==> src/rtl/pb_onepulse_gen.sv <==
// Push-button debouncer and one-shot generator.
// Synchronizes a raw bouncing button, qualifies press and release over
// STABLE_CYCLES identical samples, and emits one single-cycle pulse per press.
module pb_onepulse_gen #(
  parameter int unsigned STABLE_CYCLES = 16,
  parameter int unsigned CNT_W         = 5
) (
  input  logic       clk_i,
  input  logic       rst_i,
  input  logic       pb_in_i,
  output logic       pulse_o,
  output logic       pb_level_o,
  output logic [7:0] press_cnt_o
);

  typedef enum logic [1:0] {
    StIdle     = 2'd0,
    StPressChk = 2'd1,
    StHeld     = 2'd2,
    StRelChk   = 2'd3
  } state_e;

  localparam logic [CNT_W-1:0] CntLast = CNT_W'(STABLE_CYCLES - 1);

  logic             s1_q, s2_q;
  logic             pb_s;
  state_e           state_q, state_d;
  logic [CNT_W-1:0] cnt_q, cnt_d;
  logic             pulse_q, pulse_d;
  logic [7:0]       press_cnt_q, press_cnt_d;

  // Two-flop synchronizer for the asynchronous button input.
  always_ff @(posedge clk_i or posedge rst_i) begin
    if (rst_i) begin
      s1_q <= 1'b0;
      s2_q <= 1'b0;
    end else begin
      s1_q <= pb_in_i;
      s2_q <= s1_q;
    end
  end

  assign pb_s = s2_q;

  // State, qualification counter, registered pulse and press counter.
  always_ff @(posedge clk_i or posedge rst_i) begin
    if (rst_i) begin
      state_q     <= StIdle;
      cnt_q       <= '0;
      pulse_q     <= 1'b0;
      press_cnt_q <= 8'd0;
    end else begin
      state_q     <= state_d;
      cnt_q       <= cnt_d;
      pulse_q     <= pulse_d;
      press_cnt_q <= press_cnt_d;
    end
  end

  // Next-state logic; any run shorter than STABLE_CYCLES restarts qualification.
  always_comb begin
    state_d     = state_q;
    cnt_d       = cnt_q;
    pulse_d     = 1'b0;
    press_cnt_d = press_cnt_q;
    case (state_q)
      StIdle: begin
        if (pb_s) begin
          state_d = StPressChk;
          cnt_d   = CNT_W'(1);
        end
      end
      StPressChk: begin
        if (!pb_s) begin
          state_d = StIdle;
          cnt_d   = '0;
        end else if (cnt_q == CntLast) begin
          state_d     = StHeld;
          cnt_d       = '0;
          pulse_d     = 1'b1;
          press_cnt_d = press_cnt_q + 8'd1;
        end else begin
          cnt_d = cnt_q + CNT_W'(1);
        end
      end
      StHeld: begin
        if (!pb_s) begin
          state_d = StRelChk;
          cnt_d   = CNT_W'(1);
        end
      end
      StRelChk: begin
        if (pb_s) begin
          state_d = StHeld;
          cnt_d   = '0;
        end else if (cnt_q == CntLast) begin
          state_d = StIdle;
          cnt_d   = '0;
        end else begin
          cnt_d = cnt_q + CNT_W'(1);
        end
      end
      default: begin
        state_d = StIdle;
        cnt_d   = '0;
      end
    endcase
  end

  assign pulse_o     = pulse_q;
  assign pb_level_o  = (state_q == StHeld) || (state_q == StRelChk);
  assign press_cnt_o = press_cnt_q;

endmodule

==> config.mk <==
export PLATFORM = sky130hd
export DESIGN_NAME = pb_onepulse_gen
export DESIGN_NICKNAME = d
export VERILOG_FILES = /design/src/rtl/pb_onepulse_gen.sv
export SDC_FILE = /design/constraint.sdc
export NUM_CORES = 1
export LEC_CHECK = 0
export ABC_AREA = 1
export CAP_MARGIN = 20
export CORE_MARGIN = 10
export CORE_UTILIZATION = 45
export CTS_BUF_LIST = sky130_fd_sc_hd__clkbuf_2
export CTS_CLUSTER_DIAMETER = 50
export DETAILED_ROUTE_END_ITERATION = 8
export PLACE_DENSITY_LB_ADDON = 0.12
export SETUP_SLACK_MARGIN = 0.1
export SLEW_MARGIN = 25
export SYNTH_ARGS = -nofsm -noshare
export SYNTH_HDL_FRONTEND = slang
export SYNTH_SLANG_ARGS = --single-unit
==> constraint.sdc <==
create_clock -name clk_i -period 1.1 [get_ports clk_i]
set_input_delay 0.165 -clock clk_i [delete_from_list [all_inputs] [get_ports clk_i]]
set_output_delay 0.165 -clock clk_i [all_outputs]
set_load 0.02 [all_outputs]
After elaboration in Yosys (flattened, before gate mapping). Cells that the tools add are included.

Output and inout port bits: 10. Logic and storage cells: 37. Register bits after elaboration: 18. Input bits: 3.

$add $sub $neg: 2. Equal/unequal tests: 8. Multiplexer cells: 16. Reduce and logical (&&, ||, !) cells: 5.

Operator list (count): $mux 5 (5); $pmux 5 s4 (1); $mux 2 (6); $add 8x1->8 const B (1); $pmux 2 s4 (1); $ne 3x3->1 const B (2); $add 5x1->5 const B (1); $eq 5x4->1 const B (1); $eq 2x2->1 const B (2); $ne 2x2->1 const B (2); $reduce_and 4->1 (1); $mux 1 (3); $reduce_and 3->1 (1); $eq 2x1->1 const B (1); $logic_not 2->1 (1); $reduce_and 2->1 (1); $logic_or 1x1->1 (1).

Depth between registers and ports, before layout. Gate-level depths: netlist of the first run.

Word-level depth: 4. Gate-level depth with buffers: 7. Gate-level depth less buffers: 7.

Worst setup path before layout of the first run. No wires, ideal clock.

Path type: reg-to-reg. From: register press_cnt_q[0], in the netlist press_cnt_o[0]. To: register press_cnt_q[4], in the netlist press_cnt_o[4]. Arrival time: 1.071 ns. Setup slack: -0.087 ns. Library setup time: 0.117 ns. Cell stages (with the launch flop): 6. Required time: 0.983 ns. Path buffers: 0. Period minus slack after synthesis: 1.187 ns. Cells stage by stage: dfrtp_1 -> ha_1 -> nand3_1 -> xnor2_1 -> nand2_1 -> nand2_1.

Word-level cells in the longest chain between the ends: 1.

RTL lines: start: declaration (line 30) `logic [7:0] press_cnt_q, press_cnt_d;`; start signal: assignment (line 56) `press_cnt_q <= press_cnt_d;`; $add 8x1->8 (line 81) `press_cnt_d = press_cnt_q + 8'd1;`.

No other way between the ends. A chain may end at the register's enable or synchronous reset.

Worst setup path in the final report of the first run.
From: register cnt_q[0]. To: register press_cnt_q[7], in the netlist press_cnt_o[7].

Word-level cells in the longest chain between the ends: 2.

RTL lines: start: declaration (line 28) `logic [CNT_W-1:0] cnt_q, cnt_d;`; start signal: assignment (line 54) `cnt_q <= cnt_d;`; $eq 5x4->1 (line 77) `end else if (cnt_q == CntLast) begin`; $reduce_and 3->1 (no source line).

No other way between the ends.

==> results of run 1 <==
[registers in the layout (all words and copies together) (netlist names), named ones only]
register,cells
state_q,1
pulse_o,1
press_cnt_o,8
pb_s,1
cnt_q,5
s1_q,1
[worst min path at each step]
stage / to / slack, ps / from / cells past startpoint
2_1_floorplan: asynchronous set/reset pin / 100 / rst_i / 1
3_3_place_gp: pb_s / 330 / s1_q / 0
3_5_place_dp: pb_s / 360 / s1_q / 0
4_1_cts: s1_q / 140 / rst_i / 3
5_1_grt: s1_q / 180 / rst_i / 3
6_report: s1_q / 160 / rst_i / 3
[critical path, cell delays in order (launching register included)]
cell and delay, ps:
dfrtp_1 400, ha_2 210, nand3_2 110, nor2_4 160, nand2_4 110, inv_6 90, nand2_1 60, nand2_1 50
[layout by cell type (no fill, tap or decap), types with 2 or more instances in the layout]
master and instances:
nand4_1 3, nand2_4 5, inv_4 2, nor2_1 6
dfrtp_2 2, a21oi_2 2, nand2_1 43, xor2_1 2
nor2_4 2, buf_4 18, nand3_1 4, dfrtp_1 16
clkdlybuf4s50_1 2, nand2_2 3, inv_1 13, inv_2 2
a21oi_1 2, buf_6 11, clkbuf_2 3, xnor2_1 3
[per-layer routing]
metal / wire length [um] / vias to the layer above
li1: - / 441
met1: 932 / 411
met2: 1190 / 11
met3: 89 / 2
met4: 5 / 0
met5: 0 / -
[through the flow]
stage	instances	area, sq um	utilization, %	hold slack [ps]	setup slack [ps]
3_5_place_dp	170	1190	59.9	358	-110
2_1_floorplan	120	947	-	103	-51.9
4_1_cts	180	1310	66.0	139	-149
3_3_place_gp	170	1190	59.9	332	-65.1
6_report	182	1350	67.9	156	-133
5_1_grt	182	1350	67.9	175	-210
[final cells by class]
class                   instances  area [sq um]
repair buffers                 31           279
inverters                      18          77.6
fillers                       173           637
multi-input cells              84           483
flip-flops and latches         18           453
clock buffers                   3          15.0
well taps                      27          33.8
clock inverters                 1          3.75
[report_power, final]
part | internal [W] | leakage (nW) | switching, W
combinational | 0.000423 | 0.474 | 0.000488
clock | 0.0000791 | 0.0140 | 0.000211
sequential | 0.000744 | 0.236 | 0.0000829
total | 0.00125 | 0.724 | 0.000782
[what timing repair did]
action,4_1_cts,5_1_grt
pin swaps,5,10
buffers inserted,5,2
gates cloned,1,0
endpoints found under the setup margin,26,26
resized for setup,72,8
hold buffers,0,0
[cells by family after synthesis]
kind of cell	synth area share, %
AND/OR/NAND/NOR	32.9
buffers and inverters	8.10
flip-flops	47.8
AO/OA/AOI/OAI	3.85
XOR/XNOR	4.65
adder cells (fa/ha/maj)	2.66
==> metrics.md, run 1 <==
| Metric | Value |
|---|---|
| Critical Path Sink Type | `flip-flop` |
| Global-route wire length before repair | `roughly 4 mm` |
| Unrepaired setup endpoints after global routing | `yes` |
| Mapped Area | `around 940 sq um` |
| Final worst slack | `-133 ps` |
| Final min period | `approximately 1200 ps` |
| Register-to-register setup slack | `-130 ps` |
| PwrDens | `around 1500 mW/mm^2` |
| MaxCap Viol Count | `0` |
| Final Max Tran Viols | `0` |
| Syn_nets | `around 130` |
| Layout Nets | `roughly 160` |
| Final setup violation count | `15` |
| Max clock buf depth | `2` |
| DRC violations left | `0` |
| Largest net degree at the start of global routing | `19` |
| Reg2reg start | `cnt_q[0]` |
| Area leader, netlist | `dfrtp_1` |
| Main synth FF type | `dfrtp_1` |
| GR Layer Usage met2 | `about a fifth` |
| Initial antenna violation count | `0` |
| Status | `complete, but fails checks` |
| Layout cells sized above 1 | `between 30 and 40%` |
| Worst R2R Path Depth | `7` |
| Total core area | `0.00198 sq mm` |
| FFs w/ async S/R, synth | `100%` |
| Met3 Use GR | `3.39%` |
| CTS Sinks | `18` |
| Top-count cell post-synth | `nand2_1` |
| H-tree lvl count | `1` |
| Syn Area/Cell | `7.85 sq um` |
| Skew-Pair Late Insertion Delay | `300 ps` |
| Cells after Synth | `between 100 and 150` |
| Die W | `about 66 um` |
| DRT iter0 DRCs | `31` |
| Period utilization | `112%` |
| Worst setup path start | `cnt_q[0]` |
| WP data required | `1360 ps` |
| CP max FO | `7` |
| First-pass iteration count of the detailed router | `4` |
| Dpl hpwl | `approximately 1.6 mm` |
| Overall Power | `~0.0020 W` |
| FF+latch count, synth | `18` |
| Met1 global-route usage | `~12%` |
| Achievable frequency | `a little over 800 MHz` |
| Gr ovfl total | `0` |
| Sequential area share after synthesis | `a little under half` |
| Total GRT Usage | `11.1%` |
| EDFF count, synth | `0` |
| ANT cells | `0` |
| Crit path to | `press_cnt_o[7]` |
| Worst-path clk slew | `approximately 180 ps` |
| Setup TNS | `-1540 ps` |
| Die area | `around 0.0043 sq mm` |
| Startpoint class of the critical path | `flip-flop` |
| Worst Path Arrival | `roughly 1500 ps` |
| TritonCTS buffer count | `3` |
| Pleak | `approximately 0.72 nW` |
| Rows | `16` |
| Failing checks | `setup timing` |
| Slew HR | `between 80% and 90%` |
| List of most frequent post-synthesis cells | `48 x nand2_1, 18 x dfrtp_1, 16 x inv_1` |
| Vias in the first global route | `slightly above 900` |
| Vias | `~870` |
| Critical path class | `reg2reg` |
| Root Buffer | `clkbuf_2` |
| Yosys warns | `0` |
| Number of vias per cell | `approximately 4.8` |
| Clock Skew | `3.85 ps` |
| Peak VDD IR | `1.09 mV` |
| R2r endpoint | `press_cnt_o[7]` |
| Post-synth cell types | `22` |
| Syn-to-layout area delta | `42.8%` |
| Initial Util | `between 40% and 50%` |
| Final Hold Fails | `0` |
| Worst min path class | `in2async` |
| Synth top area cells | `dfrtp_1 48%, nand2_1 19%, inv_1 6.4%` |
| GRT busiest layer | `met2` |
| Final ANT Viol Nets | `0` |
| Routed WL | `2.21 mm` |
| Tightest Pin Transition | `around 240 ps` |
| Chip height | `approximately 66 um` |
| Port Buffer Count | `12` |
| DR WL/cell | `about 12 um` |
| GP Congestion | `about 0.80` |
| Ports | `13` |
| CTS tree | `done` |
| Post-synth top area share | `47.8%` |
(Power assumes the default switching activity.)
==> inputs of run 2 (changes only) <==
--- a/config.mk
+++ b/config.mk
@@ -6,7 +6,7 @@
 export NUM_CORES = 1
 export LEC_CHECK = 0
 export ABC_AREA = 1
-export CAP_MARGIN = 20
+export CAP_MARGIN = 10
 export CORE_MARGIN = 10
 export CORE_UTILIZATION = 45
 export CTS_BUF_LIST = sky130_fd_sc_hd__clkbuf_2
==> results of run 2 <==
No change in the layout: final DEF, timing and power equal those of run 1.
==> inputs of run 3 (changes only) <==
--- a/config.mk
+++ b/config.mk
@@ -7,6 +7,7 @@
 export LEC_CHECK = 0
 export ABC_AREA = 1
 export CAP_MARGIN = 10
+export CORE_ASPECT_RATIO = 1.25
 export CORE_MARGIN = 10
 export CORE_UTILIZATION = 45
 export CTS_BUF_LIST = sky130_fd_sc_hd__clkbuf_2
==> run 3 against run 2 <==
The flow still finishes with violations (setup timing). Via count is 1.8% lower. Sequential share of layout area is 0.19 points higher. Critical path depth stayed put. Sequential power is 2% higher. Count of clock-buffer cells in the layout stayed put. Global-route usage is 0.70 points lower. Design area is 0.28% lower. Core utilization is 0.19 points lower. Power is 3.7% lower.
==> metrics.md, run 3 (same netlist as run 1, synthesis figures left out) <==
| Metric | Value |
|---|---|
| Status | `complete, but fails checks (unchanged)` |
| Failing checks | `setup timing (unchanged)` |
| Most frequent cells in the layout | `38 x nand2_1, 15 x dfrtp_1, 14 x buf_4 (was 43 x nand2_1, 18 x buf_4, 16 x dfrtp_1)` |
| Layout cells sized above 1 | `39.7% (was 36.1%)` |
| Die W | `60.9 um (was 65.8 um)` |
| Global-route wire length before repair | `3.62 mm (was 3.88 mm)` |
| Worst-path clk slew | `170 ps (was 180 ps)` |
| Reg2reg start | `cnt_q[1] (was cnt_q[0])` |
| Vias | `849 (was 865)` |
| PwrDens | `1460 mW/mm^2 (was 1510 mW/mm^2)` |
| Skew-Pair Late Insertion Delay | `290 ps (was 300 ps)` |
| Dpl hpwl | `1.57 mm (was 1.56 mm)` |
| Initial Util | `47.5% (unchanged)` |
| # fillers | `181 (was 173)` |
| Final worst slack | `-138 ps (was -133 ps)` |
| GP Congestion | `0.880 (was 0.800)` |
| DRT iter0 DRCs | `39 (was 31)` |
| Clock Skew | `1.79 ps (was 3.85 ps)` |
| Total GRT Usage | `10.4% (was 11.1%)` |
| Fin cells | `171 (was 182)` |
| CP max FO | `7 (unchanged)` |
| Critical path's slowest cell | `dfrtp_1 (unchanged)` |
| Vias in the first global route | `851 (was 925)` |
| Register-to-register setup slack | `-140 ps (was -130 ps)` |
| CTS Sinks | `18 (unchanged)` |
| TritonCTS buffer count | `3 (unchanged)` |
| Rows | `18 (was 16)` |
| Achievable frequency | `808 MHz (was 811 MHz)` |
| Chip height | `71.2 um (was 65.8 um)` |
| WP data required | `1350 ps (was 1360 ps)` |
| Unrepaired setup endpoints after global routing | `yes (unchanged)` |
| Pleak | `0.724 nW (about the same)` |
| Root Buffer | `clkbuf_2 (unchanged)` |
| Most frequent CP cell | `nand2_2 (was nand2_1)` |
| Final Max Tran Viols | `0 (unchanged)` |
| H-tree lvl count | `1 (unchanged)` |
| Number of flip-flops in the largest register | `8 (unchanged)` |
| Syn-to-layout area delta | `42.4% (was 42.8%)` |
| Clock power frac | `14.5% (was 14.3%)` |
| Max incr delay on CP | `430 ps (was 400 ps)` |
| MaxCap Viol Count | `0 (unchanged)` |
| Sequential Area | `454 sq um (was 453 sq um)` |
| Max clock buf depth | `2 (unchanged)` |
| Multi-input gate area | `514 sq um (was 483 sq um)` |
| Number of vias per cell | `4.96 (was 4.75)` |
| Hold-fix buffers at CTS | `0 (unchanged)` |
| ANT cells | `0 (unchanged)` |
| DRC violations left | `0 (unchanged)` |
| Gr ovfl total | `0 (unchanged)` |
| Final setup violation count | `12 (was 15)` |
| Routed WL | `2.11 mm (was 2.21 mm)` |
| Port Buffer Count | `12 (unchanged)` |
| R2r endpoint | `press_cnt_o[3] (was press_cnt_o[7])` |
| Largest net degree at the start of global routing | `19 (unchanged)` |
| Tightest Pin Transition | `240 ps (was 241 ps)` |
| Worst Path Arrival | `1490 ps (was 1500 ps)` |
| CTS tree | `done (unchanged)` |
| Net load switching power | `0.000767 W (was 0.000782 W)` |
| Comb power frac | `42.3% (was 44.9%)` |
| Placement Setup Slack | `-107 ps (was -110 ps)` |
| Critical Path Sink Type | `flip-flop (unchanged)` |
| Cells along the critical path | `ha_4, nand3_4, nor2_4, nand2_4, inv_8, nand2_2, nand2_2 (was ha_2, nand3_2, nor2_4, nand2_4, inv_6, nand2_1, nand2_1)` |
| Setup TNS | `-1240 ps (was -1540 ps)` |
| Final min period | `1240 ps (was 1230 ps)` |
| P_int | `0.00119 W (was 0.00125 W)` |
| Most common cell after layout, fill and taps aside | `nand2_1 (unchanged)` |
| Critical path class | `reg2reg (unchanged)` |
| Slew HR | `84.0% (about the same)` |
| Layout Nets | `157 (was 161)` |
| DR WL/cell | `12.3 um (was 12.2 um)` |
| Startpoint class of the critical path | `flip-flop (unchanged)` |
| Seq pwr share | `43.2% (was 40.8%)` |
| Final Hold Fails | `0 (unchanged)` |
| Final ANT Viol Nets | `0 (unchanged)` |
| Period utilization | `113% (was 112%)` |
| Worst R2R Path Depth | `7 (unchanged)` |
| Initial antenna violation count | `0 (unchanged)` |
| Peak VDD IR | `1.18 mV (was 1.09 mV)` |
| Die area | `0.00434 sq mm (was 0.00432 sq mm)` |
| DP Cell Count | `163 (was 170)` |
| Sw Share | `39.3% (was 38.5%)` |
| First-pass iteration count of the detailed router | `4 (unchanged)` |
| Ports | `13 (unchanged)` |
| Total core area | `0.00198 sq mm (unchanged)` |
| Worst min path class | `in2async (unchanged)` |
[run 3: worst max-delay path by stage]
stage | slack (ps) | depth (start not counted) | startpoint | end
after detailed placement | -110 | 5 | cnt_q[0] | press_cnt_o[0]
after global routing | -200 | 7 | cnt_q[1] | press_cnt_o[3]
after global placement | -70 | 5 | cnt_q[0] | press_cnt_o[0]
after floorplan | -50 | 5 | cnt_q[0] | press_cnt_o[0]
final | -140 | 7 | cnt_q[1] | press_cnt_o[3]
after CTS | -140 | 7 | cnt_q[0] | press_cnt_o[5]
[run 3: layout make-up]
cell class                      count  area share, %
Multi-Input combinational cell     84           38.3
Sequential cell                    18           33.9
Timing Repair Buffer               27           18.6
Inverter                           18           5.97
Tap cell                           20           1.87
Clock buffer                        3           1.12
Clock inverter                      1          0.280
[run 3: layer usage]
metal | global-route usage [%] | vias up | share of wire (%)
met5 | 0 | - | 0
met4 | 2.93 | 0 | 0.66
met3 | 3.57 | 2 | 5.0
met2 | 17.8 | 12 | 53
met1 | 11.6 | 403 | 41
li1 | - | 432 | -
[run 3: timing repair]
item	CTS	global route
resized for setup	68	23
cloned	1	0
buffers inserted	1	2
pin swaps	3	9
endpoints found under the setup margin	26	26
[run 3: through the flow]
step	power, W	util [%]	hold slack [ps]	instance area (sq um)
2_1_floorplan	0.00120	-	103	947
3_3_place_gp	0.00138	59.5	332	1180
3_5_place_dp	0.00141	59.5	345	1180
4_1_cts	0.00178	62.9	147	1250
5_1_grt	0.00207	67.7	164	1340
6_report	0.00195	67.7	165	1340
[run 3: critical path: cells and delay by family (launching register included)]
kind / cells / cell delay (ps)
adders and majority gates: 1 / 170
buffers and inverters: 1 / 100
DFF: 1 / 430
and+or+nand+nor: 5 / 490
[run 3: power groups by stage]
stage          combinational, W  sequential [W]  clock, W
6_report               0.000826        0.000844  0.000282
5_1_grt                0.000896        0.000857  0.000317
4_1_cts                0.000674        0.000811  0.000295
3_5_place_dp           0.000595        0.000820         0
3_3_place_gp           0.000570        0.000812         0
2_1_floorplan          0.000378        0.000819         0
